[src/rtl/tilemap_writer.sv]
// tilemap_writer: CPU register front-end queuing tile writes into the tilemap index RAM.
// Define TILEMAP_WRITER_AUTOINC_EN to advance the cursor after every data push.
module tilemap_writer #(
  parameter int         TILEMAP_RAM_WIDTH = 10,
  parameter logic [4:0] TILEMAP_CELLS_X   = 5'd22,
  parameter logic [4:0] TILEMAP_CELLS_Y   = 5'd17
) (
  input  logic                         clk,
  input  logic                         reset,
  input  logic [1:0]                   addr,
  input  logic [7:0]                   data_in,
  input  logic                         write,
  output logic [7:0]                   data_out,
  input  logic                         tilemap_busy,
  output logic [TILEMAP_RAM_WIDTH-1:0] ram_addr,
  output logic [7:0]                   ram_data,
  output logic                         ram_wr
);
  typedef enum logic [1:0] {IDLE, SETUP, WRITE, RELEASE} state_t;
`ifdef TILEMAP_WRITER_AUTOINC_EN
  localparam logic AUTOINC = 1'b1;
`else
  localparam logic AUTOINC = 1'b0;
`endif
  state_t r_state, w_next;
  logic [4:0] r_cx, r_cy;
  logic [7:0] r_last;
  logic r_ovf;
  logic [17:0] r_fifo [4];
  logic [1:0] r_wp, r_rp;
  logic [2:0] r_cnt;
  logic [TILEMAP_RAM_WIDTH-1:0] r_ram_addr;
  logic [7:0] r_ram_data;
  logic w_full, w_empty, w_push, w_push_ok, w_pop, w_busy;
  logic [17:0] w_head;
  function automatic logic [4:0] clamp(input logic [7:0] v, input logic [4:0] n);
    return (v >= {3'b0, n}) ? n - 5'd1 : v[4:0];
  endfunction
  assign w_full    = r_cnt == 3'd4;
  assign w_empty   = r_cnt == 3'd0;
  assign w_push    = write && addr == 2'd2;
  assign w_push_ok = w_push && !w_full;
  assign w_pop     = r_state == WRITE;
  assign w_busy    = r_state != IDLE || !w_empty;
  assign w_head    = r_fifo[r_rp];
  assign ram_addr  = r_ram_addr;
  assign ram_data  = r_ram_data;
  assign ram_wr    = r_state == WRITE;
  always_comb begin
    data_out = addr == 2'd0 ? {3'b0, r_cx} :
               addr == 2'd1 ? {3'b0, r_cy} :
               addr == 2'd2 ? r_last :
               {AUTOINC, 3'b0, w_busy, r_ovf, w_empty, w_full};
  end
  always_comb begin
    w_next = r_state;
    w_next = r_state == IDLE  ? ((!w_empty && !tilemap_busy) ? SETUP : IDLE) :
             r_state == SETUP ? (tilemap_busy ? IDLE : WRITE) :
             r_state == WRITE ? RELEASE : IDLE;
  end
  always_ff @(posedge clk or posedge reset) begin
    if (reset) begin
      r_state    <= IDLE;
      r_ram_addr <= '0;
      r_ram_data <= '0;
    end else begin
      r_state <= w_next;
      if (r_state == IDLE && w_next == SETUP) begin
        r_ram_addr <= TILEMAP_RAM_WIDTH'(w_head[17:8]);
        r_ram_data <= w_head[7:0];
      end
    end
  end
  // the entry captures the cursor as it stands before any auto-advance
  always_ff @(posedge clk) begin
    if (w_push_ok) r_fifo[r_wp] <= {r_cy, r_cx, data_in};
  end
  always_ff @(posedge clk or posedge reset) begin
    if (reset) begin
      r_wp  <= '0;
      r_rp  <= '0;
      r_cnt <= '0;
      r_ovf <= 1'b0;
    end else begin
      if (w_push_ok) r_wp <= r_wp + 2'd1;
      if (w_pop) r_rp <= r_rp + 2'd1;
      r_cnt <= r_cnt + {2'b0, w_push_ok} - {2'b0, w_pop};
      if (w_push && w_full) r_ovf <= 1'b1;
      else if (write && addr == 2'd3 && data_in[2]) r_ovf <= 1'b0;
    end
  end
  always_ff @(posedge clk or posedge reset) begin
    if (reset) begin
      r_cx   <= '0;
      r_cy   <= '0;
      r_last <= '0;
    end else begin
      if (w_push) r_last <= data_in;
      if (write && addr == 2'd0) r_cx <= clamp(data_in, TILEMAP_CELLS_X);
      else if (write && addr == 2'd1) r_cy <= clamp(data_in, TILEMAP_CELLS_Y);
`ifdef TILEMAP_WRITER_AUTOINC_EN
      else if (w_push) begin
        r_cx <= (r_cx == TILEMAP_CELLS_X - 5'd1) ? 5'd0 : r_cx + 5'd1;
        if (r_cx == TILEMAP_CELLS_X - 5'd1)
          r_cy <= (r_cy == TILEMAP_CELLS_Y - 5'd1) ? 5'd0 : r_cy + 5'd1;
      end
`endif
    end
  end
endmodule

[config.mk]
export PLATFORM = sky130hd
export DESIGN_NAME = tilemap_writer
export DESIGN_NICKNAME = d
export VERILOG_FILES = /design/src/rtl/tilemap_writer.sv
export SDC_FILE = /design/constraint.sdc
export NUM_CORES = 1
export LEC_CHECK = 0
export ABC_AREA = 1
export CAP_MARGIN = 30
export CORE_ASPECT_RATIO = 1.75
export CORE_MARGIN = 2
export CORE_UTILIZATION = 62
export CTS_CLUSTER_DIAMETER = 40
export CTS_CLUSTER_SIZE = 16
export DETAILED_ROUTE_END_ITERATION = 8
export PLACE_DENSITY = 0.84
export SLEW_MARGIN = 20
export SYNTH_ARGS = -nofsm -noshare
export SYNTH_HDL_FRONTEND = slang
export SYNTH_SLANG_ARGS = --single-unit
[constraint.sdc]
create_clock -name clk -period 5.2 [get_ports clk]
set_input_delay 1.56 -clock clk [delete_from_list [all_inputs] [get_ports clk]]
set_output_delay 1.56 -clock clk [all_outputs]
set_load 0.02 [all_outputs]
# Yosys cells after proc, flatten, opt, wreduce, memory -nomap -nowiden
# Memories as Yosys holds them, arrays and structs flattened. A register that Yosys moved wholly into a read port is not among the register bits.
# Index checks and enable logic that the tools add are counted.
# word_totals
word_cells,56
ramBits,72
output_inout_bits,27
memories,1
ff_bits,28
input_bits,14
# memory_table
memory,depth,width,read_ports,rd_clocked_by_memory_dff,write_ports,line_no,source
r_fifo,4,18,1,1,1,29,logic [17:0] r_fifo [4];
# classes
order_cmp,2
muxes,14
bitwise,1
reduce_logical,19
eq_ne,7
n_addsub,4
# ops
cell,n
$mux 8,3
$ge 8x5->1 const B,2
$mux 5,2
$logic_and 1x1->1,9
$mux 2,4
$eq 2x1->1 const B,3
$eq 2x2->1 const B,3
$mux 1,5
$add 2x1->2 const B,2
$logic_not 2->1,2
$reduce_bool 2->1,2
$add 3x1->3,1
$eq 3x3->1 const B,1
$logic_not 1->1,3
$logic_not 3->1,1
$sub 3x1->3,1
$reduce_and 2->1,1
$logic_or 1x1->1,1
$not 1->1,1

# Longest topological paths before layout
# depth
depth_word,7
depth_mapped,11
ltp_nobuf,10

# Least setup slack after synthesis
# OpenSTA, ideal clock, no wires.
# synth_path
path_type,input-to-output
start,input addr[0]
end,output data_out[2]
t_required_ps,3640
path_stages,6
n_path_buf,1
arrival_time_ps,2333
path_slack_ps,1307
cell_sequence,buf_4 inv_6 nand2_4 nand2_1 nand3_1 a21oi_1
# synth_via
elab_chain_len,4
word_cells_on_any_way,6
cone_classes,2 x eq/ne; 3 x mux; 1 x reduce/logical
# synth_rtl
element,line_no,source
from (decl),10,"input logic [1:0] addr,"
$eq 2x2->1,52,addr == 2'd2 ? r_last :
$mux 8,52,
$mux 8,51,"addr == 2'd1 ? {3'b0, r_cy} :"
$mux 8 (*),50,"data_out = addr == 2'd0 ? {3'b0, r_cx} :"
to (decl),13,"output logic [7:0] data_out,"
# Mark *: on every way between the ends. The rest lies on a longest branch, timed or not.

# Worst setup path in the final report
# layout_path
start,input addr[1]
end,output data_out[0]
# The elaborated chain is that of the path after synthesis.

==> summary.txt <==
Status
  • Status: finished clean

Finish
  • Finished Cell Area: 6320 µm²
  • Layout area overhead: 19.9%
  • Layout Nets: 630
  • Diodes inserted: 0
  • Final design utilization: 0.766
  • Post-Layout Cell Count: 714
  • Layout cells sized above 1: 0.0852

Synth
  • Synth Register Bits: 118
  • EDFF count, synth: 72
  • Yosys warns: 0
  • Syn_nets: 579
  • Primary FF master, synth: edfxtp_1
  • Synth top area share: 0.410
  • Count leader, synth: nand2_1
  • Sequential-to-total area share from yosys stat: 0.629
  • Synth unique cells: 26
  • Area contributors post-synth: edfxtp_1 (41%), dfrtp_1 (22%), nand2_1 (14%)
  • Mapped Cells: 558
  • Yosys top cell by area: edfxtp_1
  • Commonest cells post-synth: nand2_1 (196), inv_1 (102), edfxtp_1 (72)
  • Async S/R FF share, synth: 0.390
  • Syn avg cell area: 9.45 µm²
  • Post-Synthesis Cell Area: 5270 µm²

Timing
  • Fin crit period: 4940 ps
  • Fin Setup TNS: 0 ps
  • Worst slew pin tran: 824 ps
  • Fin. Hold Viols: 0
  • RSZ-0062 raised after global routing: false
  • Final setup violation count: 0
  • Max Slew Vio Count: 0
  • Final Skew: 7.80 ps
  • Fin crit share: 0.950
  • Fmax achieved: 0.203 GHz
  • Setup ws final: 263 ps
  • Max_slew headroom: 0.450

Route
  • DR vias: 3915
  • First drt pass iteration count: 5
  • Starting DRT DRC Count: 286
  • Antenna-violating nets left: 0
  • DR WL/cell: 16.7 µm
  • Met3 WL post-DR: 746 µm
  • Max layer used: met4
  • M1 wire length: 4230 µm
  • Wire length on met2: 6490 µm
  • DRC: 0
  • Detailed Route WL: 11900 µm
  • DR vias/cell: 5.48

Power
  • LEAKAGE: 3.04 nW
  • Internal: 0.00228 W
  • Part of the power in registers: 0.373
  • Sw frac: 0.331
  • Power share of the combinational group: 0.287
  • Worst vdd ir: 0.314 mV
  • Net Switching: 0.00112 W
  • Clock share of power: 0.340
  • PD cells: 538 nW/µm²

Global routing
  • GRT Residual Overflow: 0
  • Initial antenna violation count: 0
  • Aggregate global-route resource usage: 0.287
  • First-pass GRT wire length: 19700 µm
  • Largest net degree at the start of global routing: 47
  • Vias in the first global route: 4010

CTS
  • CTS Root Cell: clkbuf_16
  • CTS Buf Count: 17
  • Clock sinks: 118
  • CTS tree: done
  • Clock Latency Late Sink: 410 ps
  • Setup bufs post-CTS: 0
  • Clk slew on worst S/H paths: 50 ps
  • # resized after CTS: 0
  • Longest Clk Path Bufs: 2
  • H-tree levels: 4
  • Hold_buf cts: 0

Placed design
  • Port bufs: 40
  • Pre-CTS setup slack: 258 ps
  • GPL Wtd Cong: 0.955
  • Placed cells: 681
  • DP Area: 5720 µm²
  • Post-DP HPWL: 7270 µm

Worst setup path
  • CP Cell Sequence: clkdlybuf4s50_1, inv_2, nand2_2, nand2_1, nor2_1, nor2_1, nor2_1, clkdlybuf4s50_1
  • WP buf/inv: 3
  • Required time of the critical path: 3640 ps
  • Slowest cell on crit path: clkdlybuf4s50_1
  • Crit Path Class: in -> out
  • Crit-path most repeated cell: nor2_1
  • Worst Path Arrival: 3380 ps
  • RR Startpoint: r_cnt[1]
  • Critical path capture point type: output pin
  • Delay-heaviest family, CP: buffers and inverters
  • Type of origin of the critical path: primary input
  • Reg2reg setup slack: 3050 ps
  • End of the worst register-to-register path: r_cnt[2]
  • CP Max Fanout: 8
  • R2R cell count: 9
  • Slowest stage delay, CP: 640 ps

Min path
  • Hold Crit Depth: 2
  • Hold Path Origin: ram_data[1]
  • Min-delay worst type: reg -> reg
  • WHS Endpoint: ram_data[1]

Die
  • Die Y-Extent: 126 µm
  • Placeable Area: 8260 µm²
  • Initial Util: 0.638
  • Ports: 41
  • Die width: 73.7 µm
  • Die footprint: 9280 µm²
  • Row count: 44

Job
  • Max-cap violation count: 0
-- power by group through the flow --
| stage | Clock (W) | Sequential, W | Combinational, W |
|---|---|---|---|
| finish | 0.00116 | 0.00127 | 0.000975 |
| global route | 0.00120 | 0.00129 | 0.00109 |
| CTS | 0.00115 | 0.00127 | 0.000972 |
| detailed placement | 0 | 0.00128 | 0.000948 |
| global placement | 0 | 0.00127 | 0.000916 |
| floorplan | 0 | 0.00132 | 0.000606 |
-- per-stage QoR --
| step | hold slack (ps) | power (W) |
|---|---|---|
| 2_1_floorplan | 459 | 0.00193 |
| 3_3_place_gp | 461 | 0.00219 |
| 3_5_place_dp | 464 | 0.00223 |
| 4_1_cts | 478 | 0.00340 |
| 5_1_grt | 498 | 0.00357 |
| 6_report | 475 | 0.00340 |
-- logic make-up (layout without fill, tap and decap cells) --
family,after synthesis,after routing,share of synthesized area
buffers and inverters,125,189,0.101
and+or+nand+nor,286,286,0.228
DFF,118,118,0.629
xor gates and xnor gates,4,4,0.00665
AOI/OAI and AO/OA,18,18,0.0176
adders and majority gates,7,7,0.0180
-- sequential cells by signal, summed over array words and instances (netlist names) --
name / count
r_cnt: 3
r_fifo: 72
r_last: 8
ram_addr: 10
r_ovf: 1
r_cy: 5
r_cx: 5
r_wp: 2
r_rp: 2
ram_data: 8
r_state: 2
-- layout by cell type (no fill, tap or decap), drive strengths merged --
cell           synthesis  final
clkinv                 0      6
buf                   15      7
o21ai                 15     15
bufinv                 0      3
ha                     6      6
dfrtp                 46     46
clkbuf                 0     22
edfxtp                72     72
a21oi                  2      2
fa                     1      1
nor2                  31     31
nand4                  1      1
xor2                   3      3
o211ai                 1      1
clkdlybuf4s50          0     40
inv                  110    109
nor3                   1      1
clkinvlp               0      2
xnor2                  1      1
nand2                200    200
nand3                 53     53
-- how the worst max path moves through the flow --
stage / to / cells after the start / start / slack [ps]
3_3_place_gp: data_out[0] / 8 / addr[1] / 270
5_1_grt: data_out[0] / 8 / addr[1] / 160
2_1_floorplan: data_out[2] / 6 / addr[0] / 1310
4_1_cts: data_out[0] / 8 / addr[1] / 250
3_5_place_dp: data_out[0] / 8 / addr[1] / 260
6_report: data_out[0] / 8 / addr[1] / 260
-- final cells by class --
type | instances | area [µm²]
flip-flops and latches | 118 | 3310
fillers | 511 | 1940
multi-input cells | 315 | 1430
repair buffers | 47 | 465
clock buffers | 22 | 454
inverters | 110 | 419
clock inverters | 10 | 130
well taps | 92 | 115
-- tightest hold or removal path, cell delays in order, from the launching register on --
cell and delay [ps]:
dfrtp_1 340, nand2_1 50, nand2_1 50
-- metal layers --
layer / track usage / vias to the layer above
li1: - / 1828
met1: 0.320 / 1854
met2: 0.490 / 197
met3: 0.0816 / 36
met4: 0.136 / 0
met5: 0 / -
No activity file was read; power rests on OpenSTA's default activity.
